$ cat config.mk
export PLATFORM = sky130hd
export DESIGN_NAME = serial_lane_scheduler_flat
export DESIGN_NICKNAME = d
export VERILOG_FILES = /design/src/rtl/serial_lane_scheduler_if.sv /design/src/rtl/serial_lane_scheduler.sv /design/src/flat_wrapper.sv
export SDC_FILE = /design/constraint.sdc
export NUM_CORES = 1
export LEC_CHECK = 0
export ABC_AREA = 1
export BUFFER_PORTS_ARGS = -buffer_cell sky130_fd_sc_hd__clkbuf_2
export CORE_MARGIN = 2
export CORE_UTILIZATION = 35
export CTS_BUF_LIST = sky130_fd_sc_hd__clkbuf_4 sky130_fd_sc_hd__clkbuf_8 sky130_fd_sc_hd__clkbuf_16
export DETAILED_ROUTE_END_ITERATION = 16
export PLACE_DENSITY = 0.66
export SLEW_MARGIN = 5
export SYNTH_ARGS = -nofsm -noshare
export SYNTH_HDL_FRONTEND = slang
export SYNTH_SLANG_ARGS = --single-unit
$ cat constraint.sdc
create_clock -name clock -period 3.47 [get_ports clock]
set_input_delay 1.041 -clock clock [delete_from_list [all_inputs] [get_ports clock]]
set_output_delay 1.041 -clock clock [all_outputs]
set_load 0.005 [all_outputs]
$ cat src/rtl/serial_lane_scheduler_if.sv
// Handshake and serial-line bundle for serial_lane_scheduler.
// Producers drive req_valid/req_data; the scheduler drives the rest.
interface serial_lane_scheduler_if #(
  parameter int NUM_REQ = 4,
  parameter int DATA_W  = 8
);
  localparam int GW = (NUM_REQ > 1) ? $clog2(NUM_REQ) : 1;

  logic [NUM_REQ-1:0]        req_valid;
  logic [NUM_REQ*DATA_W-1:0] req_data;
  logic [NUM_REQ-1:0]        req_ready;
  logic                      ser_out;
  logic                      ser_frame;
  logic [GW-1:0]             grant_id;
  logic                      busy;
  logic                      drop_pulse;

  modport master (
    output req_valid,
    output req_data,
    input  req_ready,
    input  ser_out,
    input  ser_frame,
    input  grant_id,
    input  busy,
    input  drop_pulse
  );

  modport slave (
    input  req_valid,
    input  req_data,
    output req_ready,
    output ser_out,
    output ser_frame,
    output grant_id,
    output busy,
    output drop_pulse
  );
endinterface

$ cat src/rtl/serial_lane_scheduler.sv
// Round-robin scheduler framing one lane word at a time onto ser_out.
// Optional DUP_SUPPRESS_EN discards a repeat of a lane's last sent word.
module serial_lane_scheduler #(
  parameter int NUM_REQ    = 4,
  parameter int DATA_W     = 8,
  parameter int GAP_CYCLES = 1
) (
  input  logic                    clock,
  input  logic                    reset,
  serial_lane_scheduler_if.slave  bus
);

  localparam int GW  = (NUM_REQ > 1) ? $clog2(NUM_REQ) : 1;
  localparam int CW  = $clog2(DATA_W);
  localparam int GCW = (GAP_CYCLES > 1) ? $clog2(GAP_CYCLES) : 1;

  typedef enum logic [1:0] {
    IDLE,
    START,
    SHIFT,
    GAP
  } state_t;

  state_t            state_q;
  state_t            state_d;
  logic [GW-1:0]     rr_ptr_q;
  logic [GW-1:0]     rr_ptr_d;
  logic [GW-1:0]     grant_q;
  logic [GW-1:0]     grant_d;
  logic [DATA_W-1:0] shift_q;
  logic [DATA_W-1:0] shift_d;
  logic [CW-1:0]     bit_q;
  logic [CW-1:0]     bit_d;
  logic [GCW-1:0]    gap_q;
  logic [GCW-1:0]    gap_d;
  logic              ser_q;
  logic              ser_d;
  logic              frame_q;
  logic              frame_d;
  logic              busy_q;
  logic              busy_d;

  logic [GW-1:0]      pick;
  logic               found;
  logic [DATA_W-1:0]  word;
  logic               hs;
  logic               dup;
  logic [NUM_REQ-1:0] ready;

  // first valid requester at or after rr_ptr, wrapping
  always_comb begin
    int idx;
    pick  = '0;
    found = 1'b0;
    idx   = 0;
    for (int k = 0; k < NUM_REQ; k++) begin
      idx = int'(rr_ptr_q) + k;
      if (idx >= NUM_REQ) idx = idx - NUM_REQ;
      if (!found && bus.req_valid[idx]) begin
        found = 1'b1;
        pick  = GW'(idx);
      end
    end
  end

  assign word = bus.req_data[int'(pick)*DATA_W +: DATA_W];
  assign hs   = (state_q == IDLE) && found && !reset;

  // ready is a one-hot of the pick, only in IDLE
  always_comb begin
    ready = '0;
    if (hs) ready[pick] = 1'b1;
  end

  assign bus.req_ready = ready;

`ifdef DUP_SUPPRESS_EN
  logic [DATA_W-1:0]  last_word_q [NUM_REQ];
  logic [NUM_REQ-1:0] last_vld_q;
  logic               drop_q;

  assign dup = last_vld_q[pick] && (word == last_word_q[pick]);

  // remember the last word actually framed per lane
  always_ff @(posedge clock) begin
    if (reset) begin
      for (int i = 0; i < NUM_REQ; i++) last_word_q[i] <= '0;
      last_vld_q <= '0;
      drop_q     <= 1'b0;
    end else begin
      drop_q <= hs && dup;
      if (hs && !dup) begin
        last_word_q[pick] <= word;
        last_vld_q[pick]  <= 1'b1;
      end
    end
  end

  assign bus.drop_pulse = drop_q;
`else
  assign dup            = 1'b0;
  assign bus.drop_pulse = 1'b0;
`endif

  // next state, datapath and registered-output values
  always_comb begin
    state_d  = state_q;
    rr_ptr_d = rr_ptr_q;
    grant_d  = grant_q;
    shift_d  = shift_q;
    bit_d    = bit_q;
    gap_d    = gap_q;
    unique case (state_q)
      IDLE: begin
        if (hs) begin
          rr_ptr_d = (int'(pick) == NUM_REQ - 1) ? '0 : pick + 1'b1;
          if (!dup) begin
            state_d = START;
            shift_d = word;
            grant_d = pick;
          end
        end
      end
      START: begin
        bit_d   = '0;
        state_d = SHIFT;
      end
      SHIFT: begin
        shift_d = shift_q << 1;
        if (bit_q == CW'(DATA_W - 1)) begin
          gap_d   = '0;
          state_d = (GAP_CYCLES == 0) ? IDLE : GAP;
        end else begin
          bit_d = bit_q + 1'b1;
        end
      end
      GAP: begin
        if (int'(gap_q) == GAP_CYCLES - 1) state_d = IDLE;
        else gap_d = gap_q + 1'b1;
      end
    endcase

    ser_d   = 1'b0;
    frame_d = 1'b0;
    busy_d  = (state_d != IDLE);
    unique case (state_d)
      START: begin
        ser_d   = 1'b1;
        frame_d = 1'b1;
      end
      SHIFT: begin
        ser_d   = shift_d[DATA_W-1];
        frame_d = 1'b1;
      end
      default: begin
        ser_d   = 1'b0;
        frame_d = 1'b0;
      end
    endcase
  end

  // state and output registers; reset aborts any frame
  always_ff @(posedge clock) begin
    if (reset) begin
      state_q  <= IDLE;
      rr_ptr_q <= '0;
      grant_q  <= '0;
      shift_q  <= '0;
      bit_q    <= '0;
      gap_q    <= '0;
      ser_q    <= 1'b0;
      frame_q  <= 1'b0;
      busy_q   <= 1'b0;
    end else begin
      state_q  <= state_d;
      rr_ptr_q <= rr_ptr_d;
      grant_q  <= grant_d;
      shift_q  <= shift_d;
      bit_q    <= bit_d;
      gap_q    <= gap_d;
      ser_q    <= ser_d;
      frame_q  <= frame_d;
      busy_q   <= busy_d;
    end
  end

  assign bus.ser_out   = ser_q;
  assign bus.ser_frame = frame_q;
  assign bus.grant_id  = grant_q;
  assign bus.busy      = busy_q;

endmodule

$ cat src/flat_wrapper.sv
// flat-port wrapper written by rule: the top's interface ports become plain ports
module serial_lane_scheduler_flat 
#(
  parameter int NUM_REQ    = 4,
  parameter int DATA_W     = 8,
  parameter int GAP_CYCLES = 1
)
  (clock, reset, bus_req_valid, bus_req_data, bus_req_ready, bus_ser_out, bus_ser_frame, bus_grant_id, bus_busy, bus_drop_pulse);
  serial_lane_scheduler_if #(.NUM_REQ(NUM_REQ), .DATA_W(DATA_W)) bus_i ();
  input  logic clock;
  input  logic reset;
  input wire logic [$bits(bus_i.req_valid)-1:0] bus_req_valid;
  input wire logic [$bits(bus_i.req_data)-1:0] bus_req_data;
  output wire logic [$bits(bus_i.req_ready)-1:0] bus_req_ready;
  output wire logic [$bits(bus_i.ser_out)-1:0] bus_ser_out;
  output wire logic [$bits(bus_i.ser_frame)-1:0] bus_ser_frame;
  output wire logic [$bits(bus_i.grant_id)-1:0] bus_grant_id;
  output wire logic [$bits(bus_i.busy)-1:0] bus_busy;
  output wire logic [$bits(bus_i.drop_pulse)-1:0] bus_drop_pulse;
  assign bus_i.req_valid = bus_req_valid;
  assign bus_i.req_data = bus_req_data;
  assign bus_req_ready = bus_i.req_ready;
  assign bus_ser_out = bus_i.ser_out;
  assign bus_ser_frame = bus_i.ser_frame;
  assign bus_grant_id = bus_i.grant_id;
  assign bus_busy = bus_i.busy;
  assign bus_drop_pulse = bus_i.drop_pulse;
  serial_lane_scheduler #(.NUM_REQ(NUM_REQ), .DATA_W(DATA_W), .GAP_CYCLES(GAP_CYCLES)) u_core (.clock(clock), .reset(reset), .bus(bus_i));
endmodule
# --- Yosys cells after proc, flatten, opt, wreduce, memory -nomap -nowiden ---
# Index checks and enable logic that the tools add are counted.
word_totals:
  mem_count: 0
  mem_bits_ro: 0
  ramBits: 0
  latch_bits: 0
  ff_bits: 21
  inputBits: 38
  out_inout_bits: 10
  word_cells: 102
op_classes:
  n_lt_le_gt_ge: 10
  n_reduce_logical: 20
  n_div: 0
  n_mul: 0
  addsub: 10
  eq_ne: 10
  shifts: 1
  bitwise_logic: 0
  mux: 41
op_table:
  columns: ["cell", "count"]
  rows:
  - ["32-bit by 4-bit < comparator with 1-bit output (second input constant)", 4]
  - ["32-bit 2-to-1 mux", 4]
  - ["32-bit by 4-bit >= comparator with 1-bit output (second input constant)", 3]
  - ["32-bit by 4-bit subtractor with 32-bit output (second input constant)", 3]
  - ["32-bit by 6-bit variable part select with 8-bit output", 1]
  - ["1-bit 2-to-1 mux", 16]
  - ["2-bit 2-to-1 mux", 8]
  - ["8-bit case mux with 2 select lines", 1]
  - ["1-bit binary-select mux with 2-bit select", 4]
  - ["8-bit 2-to-1 mux", 1]
  - ["2-bit case mux with 4 select lines", 1]
  - ["2-bit AND reduction", 4]
  - ["2-bit nonzero test", 4]
  - ["2-bit by 2-bit adder with 3-bit output (second input constant)", 2]
  - ["2-bit by 1-bit equality test with 1-bit output (second input constant)", 3]
  - ["2-bit equality test (second input constant)", 3]
  - ["1-bit logical AND", 6]
  - ["3-bit case mux with 2 select lines", 1]
  - ["1-bit logical NOT", 4]
  - ["4-bit 2-to-1 mux", 1]
  - ["2-bit by 1-bit inequality test with 1-bit output (second input constant)", 2]
  - ["1-bit case mux with 2 select lines", 2]
  - ["2-bit by 3-bit subtractor with 4-bit output (second input constant)", 1]
  - ["2-bit by 1-bit adder with 3-bit output (second input constant)", 1]
  - ["other kinds (12)", 12]

# --- Longest topological paths before layout ---
depth:
  word_depth: 22
  depth_mapped: 17

# --- Least setup slack after synthesis ---
# No wires, ideal clock.
synth_timing:
  path_kind: "input to output"
  startpoint: "in bus_req_valid[1]"
  endpoint: "out bus_req_ready[1]"
  t_required_ns: 2.429
  setup_slack_ns: 0.234
  cell_stages: 13
  t_arrival_ns: 2.195
  cell_sequence: "inv_1 > nand2_1 > nand3_1 > nand2_2 > inv_2 > nand2_1 > nand2_1 > nand3_4 > inv_2 > buf_6 > ha_1 > inv_1 > nor2_1"
synth_between:
  elab_chain_len: 18
  elab_cells_between_ends: 34
  classes_between: "order compare (2); mux (23); reduce/logical (9)"
synth_lines:
  columns: ["element", "line_no", "source"]
  rows:
  - ["start, declared", "flat_wrapper.sv:12", "input wire logic [$bits(bus_i.req_valid)-1:0] bus_req_valid;"]
  - ["1-bit binary-select mux with 2-bit select", "serial_lane_scheduler.sv:59", "if (!found && bus.req_valid[idx]) begin"]
  - ["1-bit 2-to-1 mux (implied by the code) (2 in series)", "serial_lane_scheduler.sv:59", null]
  - ["1-bit 2-to-1 mux", "serial_lane_scheduler.sv:59", null]
  - ["1-bit logical NOT", "serial_lane_scheduler.sv:59", null]
  - ["1-bit logical AND", "serial_lane_scheduler.sv:59", null]
  - ["1-bit 2-to-1 mux", "serial_lane_scheduler.sv:59", null]
  - ["1-bit logical NOT", "serial_lane_scheduler.sv:59", null]
  - ["1-bit logical AND", "serial_lane_scheduler.sv:59", null]
  - ["(+2 left out)", null, null]
  - ["1-bit logical AND", "serial_lane_scheduler.sv:59", null]
  - ["2-bit 2-to-1 mux *", "serial_lane_scheduler.sv:59", null]
  - ["net u_core.pick[0]", "serial_lane_scheduler.sv:43", "logic [GW-1:0] pick;"]
  - ["2-bit by 3-bit < comparator with 1-bit output (implied by the code) or 2-bit by 1-bit >= comparator with 1-bit output (tied branches)", "serial_lane_scheduler.sv:72", "if (hs) ready[pick] = 1'b1;"]
  - ["1-bit logical AND (implied by the code)", "serial_lane_scheduler.sv:72", null]
  - ["1-bit 2-to-1 mux (implied by the code)", "serial_lane_scheduler.sv:72", null]
  - ["1-bit demux with 2-bit select *", null, null]
  - ["4-bit 2-to-1 mux *", "serial_lane_scheduler.sv:72", null]
  - ["end, declared", "flat_wrapper.sv:14", "output wire logic [$bits(bus_i.req_ready)-1:0] bus_req_ready;"]
# The timed path passes the listed nets; every way through them passes the cells marked *. The select of a mux whose other input is x is not followed.

# --- Final worst setup path ---
layout_timing:
  startpoint: "in bus_req_valid[2]"
  endpoint: "out bus_req_ready[3]"
layout_between:
  elab_chain_len: 18
  elab_cells_between_ends: 34
  classes_between: "order compare (2); mux (23); reduce/logical (9)"
layout_lines:
  columns: ["element", "line_no"]
  rows:
  - ["1-bit binary-select mux with 2-bit select", "serial_lane_scheduler.sv:59"]
  - ["1-bit 2-to-1 mux (implied by the code) (2 in series)", "serial_lane_scheduler.sv:59"]
  - ["1-bit 2-to-1 mux", "serial_lane_scheduler.sv:59"]
  - ["1-bit logical NOT", "serial_lane_scheduler.sv:59"]
  - ["1-bit logical AND", "serial_lane_scheduler.sv:59"]
  - ["1-bit 2-to-1 mux", "serial_lane_scheduler.sv:59"]
  - ["1-bit logical NOT", "serial_lane_scheduler.sv:59"]
  - ["1-bit logical AND", "serial_lane_scheduler.sv:59"]
  - ["1-bit 2-to-1 mux", "serial_lane_scheduler.sv:59"]
  - ["1-bit logical NOT", "serial_lane_scheduler.sv:59"]
  - ["1-bit logical AND", "serial_lane_scheduler.sv:59"]
  - ["2-bit 2-to-1 mux", "serial_lane_scheduler.sv:59"]
  - ["2-bit by 3-bit < comparator with 1-bit output (implied by the code) or 2-bit by 1-bit >= comparator with 1-bit output (tied branches)", "serial_lane_scheduler.sv:72"]
  - ["1-bit logical AND (implied by the code)", "serial_lane_scheduler.sv:72"]
  - ["1-bit 2-to-1 mux (implied by the code)", "serial_lane_scheduler.sv:72"]
  - ["1-bit demux with 2-bit select", null]
  - ["4-bit 2-to-1 mux *", "serial_lane_scheduler.sv:72"]
# Mark *: on every way between the ends. The rest lies on a longest branch, timed or not. The select of a mux whose other input is x is not followed.

==> metrics.md <==
| Metric | Value |
|---|---|
| Met3 wire len | between 100 and 150 um |
| CTS Buf Count | 3 |
| Area grow syn2layout | 28.56% |
| Placeable Area | between 4000 and 5000 sq um |
| Die Area | around 5300 sq um |
| Cell mode on critical path | nand2_1 |
| Worst setup endpoint | bus_req_ready[3] |
| Reg2reg setup slack | between 0.8 and 0.9 ns |
| Crit Path Category | input port to primary output |
| FP Rows | 25 |
| Synth top area share | 24.11% |
| Global-route wire length before repair | between 6000 and 7000 um |
| Fin Hold WS | about 0.47 ns |
| Final HPWL DP | 2989 um |
| Initial antenna violation count | 0 |
| Synth area leader | dfxtp_1 |
| Syn Nets | slightly above 300 |
| Register-to-Register Path Depth | 16 |
| Max-slew violations | 0 |
| Metal2 WL | between 1500 and 2000 um |
| Arrival @ worst endpoint | around 2.4 ns |
| Cells after Synth | ~250 |
| Die Y-Extent | between 70 and 80 um |
| Post-synthesis register bit count | 20 |
| Hold Buf Count CTS | 0 |
| Worst min path class | flip-flop to flip-flop |
| Final Hold Viols | 0 |
| Inserted Diodes | 0 |
| Critical Path, Cell by Cell | clkbuf_2, inv_1, nand2_1, nand2_1, nand2_1, nand2_1, nand2_1, nand3_2, nand3_4, inv_4, ha_1, inv_1, nor2_1, clkbuf_2 |
| Fmax | 0.2949 GHz |
| Top cells by area, synth | dfxtp_1 (24%), nand2_1 (18%), ha_1 (9.0%), inv_1 (7.0%), nor2_1 (4.3%) |
| Vias per cell | 4.617 |
| Max cap viols | 0 |
| Slew @ Worst Pin | ~0.53 ns |
| Min Tclk post-route | between 3 and 4 ns |
| Crit start category | input port |
| Clock transition at path regs | 0.07 ns |
| Slowest stage delay, CP | 0.15 ns |
| Worst-path fanout max | 5 |
| Vias in the first global route | 1461 |
| Reg-to-reg critical path endpoint | u_core.bus.ser_out |
| First drt pass iteration count | 4 |
| # setup viols final | 0 |
| Residual DRC count | 0 |
| CTS tree | built |
| Chip width | 72.88 um |
| CTS H-tree lvls | 1 |
| Max VDD drop | 0.3320 mV |
| Wire per inst | just over 10 um |
| Final period util | a little over nine tenths |
| Fin nets | 363 |
| Number of buffer cells added on primary ports | 46 |
| GRT Util Overall | between 10 and 15% |
| Pleak | around 1.1 nW |
| Finished Core Util | 45.80% |
| Worst Clk Skew | 0.002019 ns |
| Number of cells after detailed placement | around 360 |
| Final instance area | 2135 sq um |
| Starting density of the core | a little over a third |
| CP Data Required Time | approximately 2.4 ns |
| Post-route ant nets | 0 |
| Worst-Skew Late Latency | 0.26 ns |
| Via count | 1690 |
| Top sig layer | met4 |
| Crit end category | primary output |
| Seq/Total Area, Yosys | between 20% and 30% |
| Critical Path Source | bus_req_valid[2] |
| Clock Path Buffers | 2 |
| Synth unique cells | 31 |
| Reg2reg start | u_core.rr_ptr_q[0] |
| Syn Std Cell Area | approximately 1700 sq um |
| WL final | 3748 um |
| CP max stage cell | nand2_1 |
| Layout cells sized above 1 | 35.58% |
| Worst slew margin | between 60% and 70% |
| Placed instance area | roughly 2000 sq um |
| Clock root buffer | clkbuf_8 |
| Status | finished clean |
| Clock sink count | 20 |
| Initial DRC count | 94 |
| Largest net degree at the start of global routing | 12 |
| Overflow left after global routing | 0 |
| Placer Congestion | 0.8747 |
| Power per cell area | between 800 and 900 nW/um^2 |
| Synth Area per Inst | about 6.6 sq um |
| Finished Layout Cells | roughly 370 |
| Met1 wire length | 1810 um |
| I/O Pins | 48 |
| Syn. warnings | 0 |
synthesized netlist by cell type:
master / number
a21oi_1: 14
a22o_1: 2
buf_4: 2
buf_6: 3
clkbuf_1: 1
clkinv_1: 1
clkinv_2: 1
conb_1: 1
dfxtp_1: 20
ha_1: 12
inv_1: 31
inv_2: 5
inv_6: 1
nand2_1: 79
nand2_2: 11
nand2_4: 3
nand3_1: 11
nand3_2: 4
nand3_4: 2
nand4_1: 2
nand4_2: 1
nor2_1: 19
nor2_4: 2
nor2_8: 1
o211ai_2: 2
o21ai_0: 8
o21ai_1: 4
o21ai_2: 1
o22ai_1: 5
o31ai_1: 1
or2_1: 2
kinds of logic after synthesis:
logic type | Yosys count | share of synthesized area [%]
AOI/OAI and AO/OA | 37 | 13.26
adders and majority gates | 12 | 9.043
buffers and inverters | 45 | 12.36
DFF | 20 | 24.11
other | 1 | 0.2259
and+or+nand+nor | 137 | 40.99
where the power goes:
group | internal (mW) | total (mW) | switching, mW
registers | 0.310 | 0.362 | 0.0527
logic | 0.521 | 1.27 | 0.748
clock network | 0.101 | 0.175 | 0.0740
total | 0.932 | 1.81 | 0.875
placed cells by master (no fill, tap or decap), types with 2 or more instances in the layout:
cell      count
nand2_1      74
clkbuf_2     46
inv_1        30
dfxtp_1      20
nor2_1       19
buf_4        16
nand2_2      15
a21oi_1      14
ha_1         12
nand3_2       7
nand3_1       7
o21ai_0       7
o22ai_1       5
inv_2         4
nand2_4       4
o21ai_1       4
clkbuf_8      4
nand3_4       3
o21ai_2       2
inv_4         2
nor2_4        2
nand4_1       2
or2_1         2
o211ai_2      2
a22o_1        2
flip-flops by register name, summed over array words and instances (netlist names):
name / cells
u_core.bus.busy: 1
u_core.bit_q: 3
u_core.bus.ser_frame: 1
u_core.shift_q: 8
u_core.bus.grant_id: 2
u_core.state_q: 2
u_core.bus.ser_out: 1
u_core.rr_ptr_q: 2
routing by layer:
metal / up-vias / track usage [%]
met2: 41 / 24.75
met1: 734 / 18.78
met3: 4 / 2.901
met5: - / 0
li1: 911 / -
met4: 0 / 3.498
critical path: cells and delay by family:
kind,cells,cell delay [ns]
AND/OR/NAND/NOR,8,0.76
adder cells (fa/ha/maj),1,0.14
buffers and inverters,5,0.41
layout make-up:
| type | count | area [sq um] |
|---|---|---|
| Clock buffer | 4 | 55.05 |
| Fill cell | 474 | 2526 |
| Inverter | 39 | 157.7 |
| Multi-Input combinational cell | 187 | 1104 |
| Sequential cell | 20 | 400.4 |
| Tap cell | 54 | 67.56 |
| Timing Repair Buffer | 62 | 350.3 |
worst min-delay path by stage:
stage,startpoint,end,slack (ns),cells past startpoint
2_1_floorplan,u_core.bit_q[0],u_core.bit_q[0],0.43,1
3_3_place_gp,u_core.bit_q[0],u_core.bit_q[0],0.45,1
3_5_place_dp,u_core.bit_q[0],u_core.bit_q[0],0.46,1
4_1_cts,u_core.bus.grant_id[0],u_core.bus.grant_id[0],0.48,2
5_1_grt,u_core.shift_q[0],u_core.shift_q[0],0.50,2
6_report,u_core.bit_q[0],u_core.bit_q[0],0.47,1
repair_timing:
| item | 4_1_cts | 5_1_grt |
|---|---|---|
| endpoints found under the setup margin | 0 | 4 |
| resized for setup | 0 | 16 |
| setup buffers | 0 | 6 |
metrics by stage:
step / TNS [ns] / total power [mW] / setup slack [ns]
CTS: 0 / 1.710 / 0.006368
global route: -0.07559 / 2.013 / -0.03678
global placement: 0 / 1.517 / 0.04720
finish: 0 / 1.807 / 0.07855
detailed placement: 0 / 1.525 / 0.01018
floorplan: 0 / 1.240 / 0.2336
Note: power is estimated with default switching activity, not from simulation.
